**config.mk**
```make
export PLATFORM = sky130hd
export DESIGN_NAME = cic_comb_dec_flat
export DESIGN_NICKNAME = d
export VERILOG_FILES = /design/src/rtl/cic_comb_dec_if.sv /design/src/rtl/cic_comb_dec.sv /design/src/flat_wrapper.sv
export SDC_FILE = /design/constraint.sdc
export NUM_CORES = 1
export LEC_CHECK = 0
export ABC_AREA = 1
export CAP_MARGIN = 0
export CORE_MARGIN = 3
export CORE_UTILIZATION = 25
export DETAILED_ROUTE_END_ITERATION = 6
export PLACE_DENSITY = 0.49
export SLEW_MARGIN = 15
export SYNTH_ARGS = -nofsm -noshare
export SYNTH_HDL_FRONTEND = slang
export SYNTH_SLANG_ARGS = --single-unit
```
**constraint.sdc**
```tcl
create_clock -name clk -period 6.5 [get_ports clk]
set_clock_uncertainty 0.15 [all_clocks]
set_input_delay 0.65 -clock clk [delete_from_list [all_inputs] [get_ports clk]]
set_output_delay 0.65 -clock clk [all_outputs]
set_load 0.05 [all_outputs]
```
**src/rtl/cic_comb_dec_if.sv**
```systemverilog
// Sample stream bundle for the CIC comb section: integrator samples in, decimated samples out.
// master = producer/consumer side, slave = the comb block.
interface cic_comb_dec_if #(
   parameter int DW = 26
);
   logic          din_valid;
   logic [DW-1:0] din;
   logic          dout_valid;
   logic [DW-1:0] dout;

   modport master (
      output din_valid,
      output din,
      input  dout_valid,
      input  dout
   );

   modport slave (
      input  din_valid,
      input  din,
      output dout_valid,
      output dout
   );
endinterface

```
**src/rtl/cic_comb_dec.sv**
```systemverilog
// Decimating comb section of a CIC decimator: keeps every R-th valid sample and runs N first-difference stages.
// Optional macro COMB_PIPE_EN registers every comb stage (latency N); otherwise one output register (latency 1).
module cic_comb_dec #(
   parameter int DW = 26,
   parameter int N  = 3,
   parameter int R  = 8
) (
   input  logic           clk,
   input  logic           rst,
   input  logic           sync_clr,
   cic_comb_dec_if.slave  bus
);
   localparam int            CW       = (R > 1) ? $clog2(R) : 1;
   localparam logic [CW-1:0] CNT_LAST = CW'(R - 1);

   logic [CW-1:0] cnt;
   logic          dstb;
   logic [DW-1:0] d [N];

   // Clear wins over a valid sample in the same cycle, so that sample is never kept.
   assign dstb = bus.din_valid && !sync_clr && (cnt == CNT_LAST);

   always_ff @(posedge clk or posedge rst) begin
      if (rst) begin
         cnt <= '0;
      end else if (sync_clr) begin
         cnt <= '0;
      end else if (bus.din_valid) begin
         cnt <= dstb ? '0 : cnt + 1'b1;
      end
   end

`ifdef COMB_PIPE_EN
   logic [DW-1:0] s [N];
   logic [N-1:0]  v;
   logic [DW-1:0] pin [N];
   logic [N-1:0]  pv;

   always_comb begin
      pin[0] = bus.din;
      pv[0]  = dstb;
      for (int k = 1; k < N; k++) begin
         pin[k] = s[k-1];
         pv[k]  = v[k-1];
      end
   end

   // Last stage data is dout itself and holds across a clear; only its valid bit drops.
   always_ff @(posedge clk or posedge rst) begin
      if (rst) begin
         v <= '0;
         for (int k = 0; k < N; k++) begin
            s[k] <= '0;
            d[k] <= '0;
         end
      end else if (sync_clr) begin
         v <= '0;
         for (int k = 0; k < N; k++) begin
            d[k] <= '0;
         end
         for (int k = 0; k < N - 1; k++) begin
            s[k] <= '0;
         end
      end else begin
         v <= pv;
         for (int k = 0; k < N; k++) begin
            if (pv[k]) begin
               s[k] <= pin[k] - d[k];
               d[k] <= pin[k];
            end
         end
      end
   end

   assign bus.dout       = s[N-1];
   assign bus.dout_valid = v[N-1];
`else
   logic [DW-1:0] sin [N];
   logic [DW-1:0] acc;
   logic [DW-1:0] dout_r;
   logic          dv_r;

   always_comb begin
      acc = bus.din;
      for (int k = 0; k < N; k++) begin
         sin[k] = acc;
         acc    = acc - d[k];
      end
   end

   always_ff @(posedge clk or posedge rst) begin
      if (rst) begin
         dout_r <= '0;
         dv_r   <= 1'b0;
         for (int k = 0; k < N; k++) begin
            d[k] <= '0;
         end
      end else if (sync_clr) begin
         dv_r <= 1'b0;
         for (int k = 0; k < N; k++) begin
            d[k] <= '0;
         end
      end else begin
         dv_r <= dstb;
         if (dstb) begin
            dout_r <= acc;
            for (int k = 0; k < N; k++) begin
               d[k] <= sin[k];
            end
         end
      end
   end

   assign bus.dout       = dout_r;
   assign bus.dout_valid = dv_r;
`endif
endmodule

```
**src/flat_wrapper.sv**
```systemverilog
// flat-port wrapper written by rule: the top's interface ports become plain ports
module cic_comb_dec_flat 
#(
   parameter int DW = 26,
   parameter int N  = 3,
   parameter int R  = 8
)
  (clk, rst, sync_clr, bus_din_valid, bus_din, bus_dout_valid, bus_dout);
  cic_comb_dec_if #(.DW(DW)) bus_i ();
  input  logic clk;
  input  logic rst;
  input  logic sync_clr;
  input wire logic [$bits(bus_i.din_valid)-1:0] bus_din_valid;
  input wire logic [$bits(bus_i.din)-1:0] bus_din;
  output wire logic [$bits(bus_i.dout_valid)-1:0] bus_dout_valid;
  output wire logic [$bits(bus_i.dout)-1:0] bus_dout;
  assign bus_i.din_valid = bus_din_valid;
  assign bus_i.din = bus_din;
  assign bus_dout_valid = bus_i.dout_valid;
  assign bus_dout = bus_i.dout;
  cic_comb_dec #(.DW(DW), .N(N), .R(R)) u_core (.clk(clk), .rst(rst), .sync_clr(sync_clr), .bus(bus_i));
endmodule
```
-- After elaboration in Yosys (flattened, before gate mapping)
Index checks and enable logic that the tools add are counted.
- $mul: 0
- add/subtract/negate cells: 4
- multiplexer cells: 6
- reductions and logical operators: 6
- eq/ne operators: 1
- shift-type cells: 0
- bitwise logic cells: 1
- $lt $le $gt $ge: 0
- divide/modulo/power cells: 0
- operators with widths (operator ; number):
    $mux 78 ; 2
    $sub 26x26->26 ; 3
    $mux 3 ; 3
    $reduce_bool 2->1 ; 2
    $add 3x1->3 const B ; 1
    $eq 3x3->1 const B ; 1
    $logic_and 1x1->1 ; 2
    $reduce_and 2->1 ; 1
    $logic_not 1->1 ; 1
    $mux 1 ; 1
    $not 1->1 ; 1
- latch bits: 0
- bits in registers: 108
- memories: 0
- input bits: 30
- output and inout port bits: 27
- memory bits (read-only): 0
- RAM bits: 0

-- Longest topological paths before layout
- word-level depth: 6
- gate-level depth with buffers: 33
- gate-level depth less buffers: 33

-- Worst setup path before layout
OpenSTA, ideal clock, no wires.
- path kind: in2reg
- from: input bus_din[0]
- to: register u_core.dout_r[22], in the netlist u_core.bus.dout[22]
- cell stages on the path: 30
- slack: 1.511 ns
- arrival: 4.757 ns
- required time: 6.268 ns
- cells stage by stage: inv_1 -> ha_1 -> fa_1 -> inv_1 -> nand2_1 -> o21ai_1 -> nand3_1 -> nand2_1 -> nand3_1 -> nand2_1 -> xor2_1 -> ha_1 -> nand2_1 -> nand2_1 -> o21bai_1 -> o21bai_4 -> nand2_1 -> nand2_2 -> a21oi_2 -> xor2_1 -> inv_1 -> ha_1 -> nand2_1 -> nor2_1 -> and2_1 -> nand4_1 -> nand3_1 -> a31o_2 -> or2_1 -> a31oi_1
- cells in the longest elaborated chain, start to end: 3
- ends and longest elaborated chain (what ; RTL line ; source):
    start, declared ; flat_wrapper.sv:14 ; input wire logic [$bits(bus_i.din)-1:0] bus_din;
    $sub 26x26->26 (3 in a row) ; cic_comb_dec.sv:87 ; acc = acc - d[k];
    end signal, assigned ; cic_comb_dec.sv:93 ; dout_r <= '0;
    end signal, assigned ; cic_comb_dec.sv:106 ; dout_r <= acc;
    end, declared ; cic_comb_dec.sv:80 ; logic [DW-1:0] dout_r;
Every way passes these cells.
A chain may end at the register's enable or synchronous reset.

-- Worst setup path in the final report
- from: input bus_din[0]
- to: register u_core.dout_r[25], in the netlist u_core.bus.dout[25]
The elaborated chain is that of the path after synthesis.

==> summary.txt <==
Clocking
  – Post-CTS setup buffer count: 0
  – CTS tree: done
  – Worst-Skew Late Latency: 0.35 ns
  – CTS buffer count: 9
  – # resized after CTS: 0
  – Max Root-Sink Buffers: 2
  – Post-CTS Hold Buffers: 0
  – Clock transition at path regs: 0.07 ns
  – TritonCTS Sinks: 108
  – Htree depth: 3
  – Root Buffer: clkbuf_16

Pwr
  – IR drop worst, VDD: 133.6 uV
  – Switching power total: 0.0007504 W
  – Int Pwr: 0.001360 W
  – Clock power share: 0.307
  – Gate power share: 0.373
  – PwrDens: 219.4 nW/um^2
  – Register share of total power: 0.320
  – Switching portion of total power: 0.3555
  – Total chip power: 0.002111 W
  – Leakage power total: 4.287 nW

Cells and area
  – Finished Cell Area: 9620 sq um
  – Finished Layout Cells: 1587
  – Commonest non-fill, non-tap cell in the layout: nand2_1
  – Final net count: 1257
  – Share of post-route cells with drive strength above 1: 0.06510
  – Layout overhead on the synthesized area: 17.14%
  – N_diodes: 0
  – Most frequent cells in the layout: nand2_1 (250), inv_1 (170), dfrtp_1 (108)

Route
  – Routed wire length: 20200 um
  – DRC viols: 0
  – Drt pass-1 iters: 4
  – Detailed-route via count: 6938
  – Routed WL per cell: 12.73 um
  – Routed Antenna Nets: 0
  – Vias/cell: 4.372
  – Violation count after the first detailed-routing iteration: 318

Logic synthesis
  – EDFF count, synth: 0
  – Cell Area, Synth: 8213 sq um
  – Post-synthesis register bit count: 108
  – Async S/R FF share, synth: 1.000
  – Syn_nets: 1207
  – Yosys Warn Count: 0
  – Main flop type after synthesis: dfrtp_1
  – Post-synthesis sequential area ratio: 0.3291
  – Cell variety after synth: 50
  – Syn Inst Count: 1097
  – Mean Syn Cell Area: 7.487 sq um

STA
  – Total negative slack: 0 ns
  – Final setup viols: 0
  – Final Max Tran Viols: 0
  – Final hold vios: 0
  – Final setup slack of the worst path: 0.8353 ns
  – Crit share post-route: 0.8715
  – Slew HR: 0.3387
  – RSZ-0062 raised after global routing: no
  – Highest Clock Rate: 0.1765 GHz
  – Fin crit period: 5.665 ns
  – Worst Tran Pin Value: 0.9908 ns

Critical path
  – Critical Path Slowest Stage Cell: clkdlybuf4s50_1
  – R2r endpoint: u_core.bus.dout[25]$_DFFE_PP0P_
  – Largest delay share family, worst path: simple AND/OR/NAND/NOR gates
  – WP data required: 6.59 ns
  – Crit path capture: u_core.bus.dout[25]$_DFFE_PP0P_
  – R2R cell count: 27
  – Critical Path Fanout Max: 4
  – Worst EP arrival: 5.76 ns
  – Critical Path Max Stage Delay: 0.46 ns
  – R2r startpoint: u_core.d[52]$_DFFE_PP0P_
  – CP endpoint kind: flip-flop
  – CP Class: input port to flip-flop
  – Critical path origin: bus_din[0]
  – CP Depth: 29
  – Setup crit start kind: input port
  – Worst Path Buf+Inv: 6
  – Worst reg-to-reg setup slack: 1.28 ns

Floorplan
  – Core footprint: 31960 sq um
  – IO Count: 57
  – Die Wd: 187.3 um
  – Die ar.: 35060 sq um
  – Site Rows: 65
  – Die H: 187.3 um
  – Starting Density: 0.2570

Run
  – Maximum capacitance violations: 0

GRT
  – Largest net degree at the start of global routing: 86
  – Total grt overflow: 0
  – Vias in the first global route: 6906
  – Initial antenna violation count: 0
  – Total track usage: 0.1187
  – First-pass GRT wire length: 34850 um

Placed design
  – Setup Slack @ Placement: 0.4413 ns
  – Final HPWL DP: 15540 um
  – RD Place Congestion: 0.8744
  – PortBufs: 56
  – Area after DPL: 9273 sq um
  – Post-placement cell count: 1571

Status
  – Status: finished clean

Worst hold path
  – Worst Hold Class: flip-flop to flip-flop
[worst register-to-register path, stage by stage, from the launching register on]
cell and delay, ns:
dfrtp_1 0.38, ha_1 0.22, fa_1 0.39, inv_1 0.11, nand2_1 0.08, o21ai_1 0.31
a21oi_2 0.15, o21a_1 0.19, inv_1 0.06, nand2_1 0.04, nand2_1 0.09, inv_1 0.05
ha_1 0.34, nand2_1 0.11, nor3_2 0.27, a21oi_2 0.11, o21bai_2 0.15, a21boi_1 0.09
or2_1 0.22, and2_1 0.14, ha_1 0.36, inv_1 0.11, nor4_1 0.45, nand4_1 0.15
nand3_1 0.14, nand3_1 0.10, nand3_1 0.08, nand2_1 0.06
[worst min path at each step]
stage,cells after the start,startpoint,end
CTS,2,u_core.bus.dout[20]$_DFFE_PP0P_,u_core.bus.dout[20]$_DFFE_PP0P_
global placement,2,u_core.d[21]$_DFFE_PP0P_,u_core.d[21]$_DFFE_PP0P_
global route,2,u_core.bus.dout[14]$_DFFE_PP0P_,u_core.bus.dout[14]$_DFFE_PP0P_
detailed placement,2,u_core.bus.dout[20]$_DFFE_PP0P_,u_core.bus.dout[20]$_DFFE_PP0P_
finish,2,u_core.bus.dout[20]$_DFFE_PP0P_,u_core.bus.dout[20]$_DFFE_PP0P_
floorplan,2,u_core.d[21]$_DFFE_PP0P_,u_core.d[21]$_DFFE_PP0P_
[power by group through the flow]
stage	clock, W	combinational (W)	sequential [W]
2_1_floorplan	0	0.000594	0.000691
3_3_place_gp	0	0.000791	0.000688
3_5_place_dp	0	0.000790	0.000688
4_1_cts	0.000676	0.000792	0.000675
5_1_grt	0.000704	0.000899	0.000675
6_report	0.000649	0.000787	0.000675
[synth_stat cells, types with 4 or more instances]
cell	count	area [sq um]
dfrtp_1	108	2703
ha_1	77	963.4
a21o_1	7	52.55
xor2_1	30	262.8
nand3_1	57	285.3
a31oi_1	11	68.82
o22ai_1	12	75.07
o21ai_2	7	61.31
a21oi_2	10	87.58
and2_1	4	25.02
a21oi_1	65	325.3
inv_1	171	641.9
nor2_2	4	25.02
nand4_1	8	50.05
or2_1	5	31.28
xnor2_1	20	175.2
nand3_2	7	70.07
clkbuf_1	16	60.06
nor2_1	56	210.2
or2_2	4	25.02
o21ai_0	103	515.5
nand2_1	250	938.4
nand2_2	6	37.54
nor3_1	5	25.02
o21ai_1	5	25.02
o21bai_1	7	52.55
[cell type report]
| class | count | area (sq um) |
|---|---|---|
| fill | 3469 | 22340 |
| multi-input combinational | 794 | 4780 |
| sequential | 108 | 2703 |
| inverter | 174 | 655.6 |
| timing repair buffer | 60 | 590.6 |
| tap | 435 | 544.3 |
| clock buffer | 10 | 239.0 |
| clock inverter | 6 | 108.9 |
[sequential cells by signal, summed over array words and instances (netlist names)]
register	flops
u_core.bus.dout_valid	1
u_core.cnt	3
u_core.bus.dout	26
u_core.d	78
[metrics by stage]
| step | hold slack (ns) | utilization |
|---|---|---|
| after floorplan | 0.2990 | - |
| after global placement | 0.3134 | 0.2901 |
| after detailed placement | 0.3171 | 0.2901 |
| after CTS | 0.3370 | 0.3010 |
| after global routing | 0.3541 | 0.3010 |
| final | 0.3293 | 0.3010 |
[layer usage]
layer / wire length [um] / vias up / global-route usage / share of wire
met5: 0 / - / 0 / 0
met4: 380 / 0 / 0.03257 / 0.019
met3: 508 / 23 / 0.02043 / 0.025
met2: 8509 / 89 / 0.1828 / 0.42
met1: 10800 / 3136 / 0.1711 / 0.53
li1: - / 3690 / - / -
[cells by family after synthesis]
logic type	Yosys count	share of synthesized area
xor gates and xnor gates	52	0.05728
buffers and inverters	195	0.08958
AOI/OAI and AO/OA	250	0.1828
and+or+nand+nor	412	0.2166
adders and majority gates	80	0.1246
DFF	108	0.3291
No activity file was read; power rests on OpenSTA's default activity.
